$ cat src/rtl/debounce_pkg.sv
// -----------------------------------------------------------------------------
// debounce_pkg
// Shared definitions for the debouncer slice (synchronizer, arm stage
// debounce_part_1, timing/output stage debounce_part_2).
//   db_state_t              : timing-stage FSM state (IDLE/COUNT/DONE, 2 bits)
//   DEFAULT_DEBOUNCE_CYCLES : quiet-window length in clocks (10 ms at 50 MHz)
//   DEFAULT_CNT_WIDTH       : counter width able to hold DEFAULT_DEBOUNCE_CYCLES-1
// -----------------------------------------------------------------------------
package debounce_pkg;

   typedef enum logic [1:0] {
      IDLE  = 2'd0,
      COUNT = 2'd1,
      DONE  = 2'd2
   } db_state_t;

   localparam int DEFAULT_DEBOUNCE_CYCLES = 500000;
   localparam int DEFAULT_CNT_WIDTH       = 19;

endpackage

$ cat src/rtl/debounce_timer.sv
// -----------------------------------------------------------------------------
// debounce_timer
// Quiet-window counter for the debouncer timing stage.
// Ports:
//   clk      in   system clock, posedge
//   rst_n    in   asynchronous active-low reset
//   clear    in   force the count to 0 (wins over enable)
//   enable   in   advance the count by one
//   cnt      out  current count, CNT_WIDTH bits, unsigned
//   terminal out  cnt == DEBOUNCE_CYCLES-1 (truncated to CNT_WIDTH)
// -----------------------------------------------------------------------------
module debounce_timer
   import debounce_pkg::*;
#(
   parameter int DEBOUNCE_CYCLES = DEFAULT_DEBOUNCE_CYCLES,
   parameter int CNT_WIDTH       = DEFAULT_CNT_WIDTH
) (
   input  logic                 clk,
   input  logic                 rst_n,
   input  logic                 clear,
   input  logic                 enable,
   output logic [CNT_WIDTH-1:0] cnt,
   output logic                 terminal
);

   localparam logic [CNT_WIDTH-1:0] TERM_CNT = CNT_WIDTH'(DEBOUNCE_CYCLES - 1);

   logic [CNT_WIDTH-1:0] cnt_reg;

   always_ff @(posedge clk or negedge rst_n) begin
      if (!rst_n) begin
         cnt_reg <= '0;
      end else if (clear) begin
         cnt_reg <= '0;
      end else if (enable) begin
         cnt_reg <= cnt_reg + CNT_WIDTH'(1);
      end
   end

   assign cnt      = cnt_reg;
   assign terminal = (cnt_reg == TERM_CNT);

endmodule

$ cat src/rtl/debounce_part_2.sv
// -----------------------------------------------------------------------------
// debounce_part_2
// Timing and output stage of the debouncer. While the arm stage holds "state"
// high, a quiet window of DEBOUNCE_CYCLES clocks is timed; any sig_change
// restarts it. At window end a one-cycle count_finished is returned to the arm
// stage and, in the same cycle, the synchronized level is committed to db_out
// with a matching rise/fall pulse when the level actually changed.
// Ports:
//   clk            in   system clock, posedge
//   rst_n          in   asynchronous active-low reset
//   state          in   arm level from debounce_part_1 (high = window wanted)
//   sig_change     in   synchronizer change strobe, restarts the window
//   sig_sync       in   synchronized raw input level
//   count_finished out  one-cycle window-done pulse (registered)
//   db_out         out  debounced level (registered)
//   rise_pulse     out  one-cycle pulse on db_out 0->1 (registered)
//   fall_pulse     out  one-cycle pulse on db_out 1->0 (registered)
// -----------------------------------------------------------------------------
module debounce_part_2
   import debounce_pkg::*;
#(
   parameter int   DEBOUNCE_CYCLES = DEFAULT_DEBOUNCE_CYCLES,
   parameter int   CNT_WIDTH       = DEFAULT_CNT_WIDTH,
   parameter logic INIT_LEVEL      = 1'b0
) (
   input  logic clk,
   input  logic rst_n,
   input  logic state,
   input  logic sig_change,
   input  logic sig_sync,
   output logic count_finished,
   output logic db_out,
   output logic rise_pulse,
   output logic fall_pulse
);

   localparam logic [CNT_WIDTH-1:0] TERM_CNT = CNT_WIDTH'(DEBOUNCE_CYCLES - 1);

   db_state_t            state_reg, state_next;
   logic [CNT_WIDTH-1:0] cnt;
   logic                 terminal;
   logic                 timer_clear;
   logic                 timer_enable;

   logic count_finished_reg, count_finished_next;
   logic db_out_reg,         db_out_next;
   logic rise_reg,           rise_next;
   logic fall_reg,           fall_next;

   debounce_timer #(
      .DEBOUNCE_CYCLES (DEBOUNCE_CYCLES),
      .CNT_WIDTH       (CNT_WIDTH)
   ) u_timer (
      .clk      (clk),
      .rst_n    (rst_n),
      .clear    (timer_clear),
      .enable   (timer_enable),
      .cnt      (cnt),
      .terminal (terminal)
   );

   always_ff @(posedge clk or negedge rst_n) begin
      if (!rst_n) begin
         state_reg          <= IDLE;
         count_finished_reg <= 1'b0;
         db_out_reg         <= INIT_LEVEL;
         rise_reg           <= 1'b0;
         fall_reg           <= 1'b0;
      end else begin
         state_reg          <= state_next;
         count_finished_reg <= count_finished_next;
         db_out_reg         <= db_out_next;
         rise_reg           <= rise_next;
         fall_reg           <= fall_next;
      end
   end

   // Outputs are computed as next-values here and registered above, so every
   // output is a flop and there is no input-to-output combinational path.
   // The counter is cleared on every edge except a plain "keep counting" edge.
   always_comb begin
      state_next          = state_reg;
      timer_clear         = 1'b1;
      timer_enable        = 1'b0;
      count_finished_next = 1'b0;
      db_out_next         = db_out_reg;
      rise_next           = 1'b0;
      fall_next           = 1'b0;
      unique case (state_reg)
         IDLE: begin
            if (state) begin
               state_next = COUNT;
            end
         end
         COUNT: begin
            if (!state) begin
               // Arm stage withdrew the request: drop the window, keep db_out.
               state_next = IDLE;
            end else if (sig_change) begin
               // Bounce seen: restart the window; wins over terminal count.
               state_next = COUNT;
            end else if (terminal) begin
               state_next          = DONE;
               count_finished_next = 1'b1;
               db_out_next         = sig_sync;
               rise_next           = sig_sync & ~db_out_reg;
               fall_next           = ~sig_sync & db_out_reg;
            end else begin
               timer_clear  = 1'b0;
               // Saturation guard: the count can never step past the window end.
               timer_enable = (cnt != TERM_CNT);
            end
         end
         DONE: begin
            // One cycle only; the arm stage clears state on the edge leaving DONE.
            state_next = IDLE;
         end
         default: begin
            state_next = IDLE;
         end
      endcase
   end

   assign count_finished = count_finished_reg;
   assign db_out         = db_out_reg;
   assign rise_pulse     = rise_reg;
   assign fall_pulse     = fall_reg;

endmodule

$ cat config.mk
export PLATFORM = sky130hd
export DESIGN_NAME = debounce_part_2
export DESIGN_NICKNAME = d
export VERILOG_FILES = /design/src/rtl/debounce_pkg.sv /design/src/rtl/debounce_timer.sv /design/src/rtl/debounce_part_2.sv
export SDC_FILE = /design/constraint.sdc
export NUM_CORES = 1
export LEC_CHECK = 0
export ABC_CLOCK_PERIOD_IN_PS = 1700
export CORE_ASPECT_RATIO = 0.9
export CORE_MARGIN = 4
export CORE_UTILIZATION = 45
export CTS_BUF_LIST = sky130_fd_sc_hd__clkbuf_16
export CTS_CLUSTER_DIAMETER = 50
export DETAILED_ROUTE_END_ITERATION = 7
export GPL_TIMING_DRIVEN = 0
export PLACE_DENSITY = 0.63
export SLEW_MARGIN = 40
export SYNTH_ARGS = -nofsm -noshare
export SYNTH_HDL_FRONTEND = slang
export SYNTH_SLANG_ARGS = --single-unit
export TNS_END_PERCENT = 20
$ cat constraint.sdc
create_clock -name clk -period 1.7 [get_ports clk]
set_clock_uncertainty 0.2 [all_clocks]
set_input_delay 0.34 -clock clk [delete_from_list [all_inputs] [get_ports clk]]
set_output_delay 0.34 -clock clk [all_outputs]
set_load 0.03 [all_outputs]
# Word level (Yosys, flattened, before mapping)
# Cells that the tools add are included.
# totals
register_bits,25
word_cells,47
# classes
bitwise_logic,5
reduce_logical,4
mux,26
addsub,1
n_eq_ne,5
# ops
operator,n
$mux 19,2
$add 19x1->19 const B,1
$eq 19x19->1 const B,1
$mux 1,19
$ne 19x19->1 const B,1
$mux 2,4
$ne 4x4->1 const B,1
$pmux 2 s2,1
$reduce_and 4->1,1
$not 1->1,3
$and 1x1->1,2
$eq 2x1->1 const B,1
$logic_not 2->1,1
$ne 2x2->1 const B,1
$reduce_and 2->1,1
$reduce_bool 2->1,1

# Logic depth before layout (Yosys ltp)
# depth
ltp_word,7
ltp_mapped,6
ltp_nobuf,5

# Hierarchy
# A second synthesis with hierarchy kept.
# hier_totals
cells_unflattened,131
hier_area_um2,1320.0
# modules_own_cells
module,cells_each,area_per_inst_um2,instances,seq_area_each_um2
debounce_timer,110,1003.5,1,475.5
debounce_part_2,21,316.6,1,150.1

# Worst setup path before layout
# OpenSTA, ideal clock, no wires.
# synth_timing
path_type,register to register
start,register u_timer.cnt_reg[0] (netlist: u_timer.cnt[0])
end,register db_out_reg (netlist: db_out)
slack_ns,-0.080
n_path_buf,0
arrival_ns,1.452
required_time_ns,1.372
stages_incl_launch_ff,6
path_cell_list,dfrtp_1 ha_1 and4_1 nand3_1 nor2_1 mux2_1
# synth_via
elab_chain_len,2
# synth_lines
element,line_no,source
from (decl),debounce_timer.sv:28,logic [CNT_WIDTH-1:0] cnt_reg;
from (signal assigned),debounce_timer.sv:36,cnt_reg <= cnt_reg + CNT_WIDTH'(1);
$eq 19x19->1,debounce_timer.sv:41,assign terminal = (cnt_reg == TERM_CNT);
$reduce_and 4->1 (no source line),n/a,
to (signal assigned),debounce_part_2.sv:72,db_out_reg <= db_out_next;
to (decl),debounce_part_2.sv:46,"logic db_out_reg, db_out_next;"
# Every way passes these cells.
# A chain may end at the register's enable or synchronous reset.

# Worst setup path in the final report
# layout_timing
start,register u_timer.cnt_reg[6] (netlist: u_timer.cnt[6])
end,register u_timer.cnt_reg[17] (netlist: u_timer.cnt[17])
# layout_via
elab_chain_len,6
elab_cells_between_ends,14
classes_between,1 x add/sub; 2 x eq/ne; 10 x mux; 1 x reduce/logical
# layout_lines
element
"parallel branches: the longest is 6 deep, another holds $add 19x1->19"
# Several ways; the timed one is not identified. The select of a mux whose other input is x is not followed.

==> results by group <==
Power and ir drop
  – Pwr dens: 680 nW/um^2
  – Worst IR Drop VDD: 0.637 mV
  – Pwr Total: 1.15 mW
  – Leakage power: 0.647 nW

Synthesis
  – Sequential share of the synthesized area: 50.6%
  – Syn nets: 128
  – Cells after Synth: 122
  – Synth Register Bits: 25
  – Average cell area after synthesis: 10.1 sq um
  – Mapped cell area: 1240 sq um
  – Unique masters post-synth: 32
  – YS warnings: 0

Global routing
  – First-pass GRT wire length: 5080 um
  – Pin count of the biggest net entering global routing: 26
  – Total track usage: 17.7%
  – Vias in the first global route: 1025
  – Remaining global-route overflow: 0
  – Antenna violations before repair: 0

Worst setup path
  – Critical path launch point: u_timer.cnt[6]
  – CP cell instances: buf_6 > nand4_1 > or2_4 > or4_4 > a21oi_2
  – Worst endpoint required time: 1.69 ns
  – CP Capture Type: register
  – Arrival @ worst endpoint: 1.80 ns
  – CP max stage delay: 0.48 ns
  – CP Launch Type: register
  – Crit path kind: register to register
  – Crit path max fanout: 7
  – Crit-path slowest cell: or4_4
  – Internal reg-to-reg setup slack: -0.11 ns
  – Worst R2R Start: u_timer.cnt[6]

STA
  – Count of final hold-check violations: 0
  – Min Clock Period, post-route: 1.81 ns
  – F_max: 552 MHz
  – Slew HR: 63.6%
  – Post-route setup TNS: -1.06 ns
  – Final setup fails: 20
  – RSZ-0062 raised after global routing: true
  – Worst Slack Setup Final: -0.111 ns
  – Worst slew pin tran: 0.546 ns
  – Max-slew violation count: 0
  – Fin crit share: 107%
  – Hold slack: 0.315 ns

Final layout
  – Share of cells above drive strength 1: 38.4%
  – Final Util: 67.1%
  – Max reg flops: 19
  – FILL cells: 194
  – Net count, final: 153
  – FF+latch area: 636 sq um
  – P&R area growth vs syn: 37.2%
  – Area of the multi-input gates: 733 sq um
  – Most frequent cells in the layout: dfrtp_1 (17), nor2_1 (11), xnor2_1 (10)
  – Most common cell after layout, fill and taps aside: dfrtp_1
  – N_diodes: 0

Clock tree
  – Max H-tree Level: 1
  – Clk buf depth: 2
  – Clock Latency Late Sink: 0.25 ns
  – Sinks on Clock Net: 25
  – Clock transition at the registers of the reported paths: 0.06 ns
  – CTS Buf Count: 3
  – CTS tree: built
  – CTS root buffer: clkbuf_16

Floorplanning
  – Die Wd: 63.3 um
  – Die footprint: 3650 sq um
  – Rows: 17
  – I/O pins: 9
  – Initial Util: 48.9%
  – Core area: 2530 sq um
  – Die height: 57.8 um

Placed design
  – Post-DP HPWL: 1640 um
  – IO Port Bufs: 8
  – Dpl ws: -0.496 ns
  – Routability cong.: 0.782

Hold path
  – Hold Path Class: register to register
  – Hold_sp: state_reg[1]

Routing
  – Vias: 1005
  – # DRC: 0
  – Routed WL: 2840 um
  – Drt first pass iters: 4
  – Vias per inst: 5.78
  – WL per Instance: 16.3 um
  – DRT iter0 DRCs: 41
  – Post-DRT Antenna Nets: 0

Status
  – Status: finished, violations left
  – Failing checks: negative setup slack

Flow run
  – MaxCap Viol Count: 0
## power breakdown
| group | internal, mW | switching [mW] | total [mW] |
|---|---|---|---|
| Combinational | 0.0205 | 0.0252 | 0.0457 |
| Sequential | 0.597 | 0.00283 | 0.600 |
| Clock | 0.314 | 0.194 | 0.508 |
| Total | 0.932 | 0.222 | 1.15 |
## cell usage after synthesis (all sizes together)
cell type	n	area [sq um]
a21oi	2	13.8
and3	1	6.26
and3b	2	17.5
and4	1	8.76
buf	4	27.5
dfrtp	25	626
ha	1	12.5
inv	2	7.51
mux2	1	11.3
nand2	9	33.8
nand3	10	55.1
nand4	4	31.3
nor2	21	78.8
nor3	5	25.0
nor3b	2	15.0
nor4	5	31.3
nor4b	2	23.8
nor4bb	3	30.0
o21ai	2	13.8
o221ai	1	8.76
o31ai	1	7.51
or2	2	12.5
or3	1	6.26
or4	1	11.3
xnor2	10	87.6
xor2	4	35.0
## area by class of cell
class	instances	share of cell area (%)
clock inverters	1	0.221
clock buffers	3	4.42
inverters	2	0.442
multi-input cells	91	43.2
well taps	28	2.06
repair buffers	21	10.6
flip-flops and latches	25	37.4
plain buffers	3	1.62
## cell families after synthesis
kind of cell / synth area share, %
compound gates: 3.54
xor+xnor: 9.91
simple gates: 31.2
flops: 50.6
buf+inv: 2.83
mux: 0.910
fa+ha+maj: 1.01
## per-layer routing
| layer | share of wire [%] | track usage, % | up-vias |
|---|---|---|---|
| met5 | 0 | 0 | - |
| met4 | 0.60 | 2.77 | 0 |
| met3 | 4.0 | 3.88 | 2 |
| met2 | 52 | 31.9 | 23 |
| met1 | 44 | 22.4 | 501 |
| li1 | - | - | 479 |
## critical path, delay by kind of cell (launching register included)
kind / cells / cell delay [ns]
simple gates: 3 / 0.96
buf+inv: 1 / 0.13
flops: 1 / 0.34
compound gates: 1 / 0.12
## repair_timing
item / in CTS / in global routing
endpoints found under the hold margin: 25 / 0
pin swaps: 11 / 7
setup endpoints to repair: 27 / 23
gates resized for setup: 24 / 20
buffers inserted: 7 / 4
cloned: 1 / 0
hold buffers: 1 / 0
## through the flow
| stage | cells | instance area, sq um |
|---|---|---|
| final | 174 | 1700 |
| after global routing | 174 | 1700 |
| after global placement | 158 | 1390 |
| after floorplan | 122 | 1270 |
| after detailed placement | 158 | 1380 |
| after CTS | 171 | 1610 |
## path summary, 6_finish.rpt
path	end	cells past startpoint
setup / recovery	u_timer.cnt[17]	5
hold / removal	state_reg[0]	1
setup reg to reg	u_timer.cnt[17]	5
hold reg to reg	state_reg[0]	1
max in group asynchronous	u_timer.cnt[10]	2
min in group asynchronous	fall_pulse	2
Note: power is estimated with default switching activity, not from simulation.
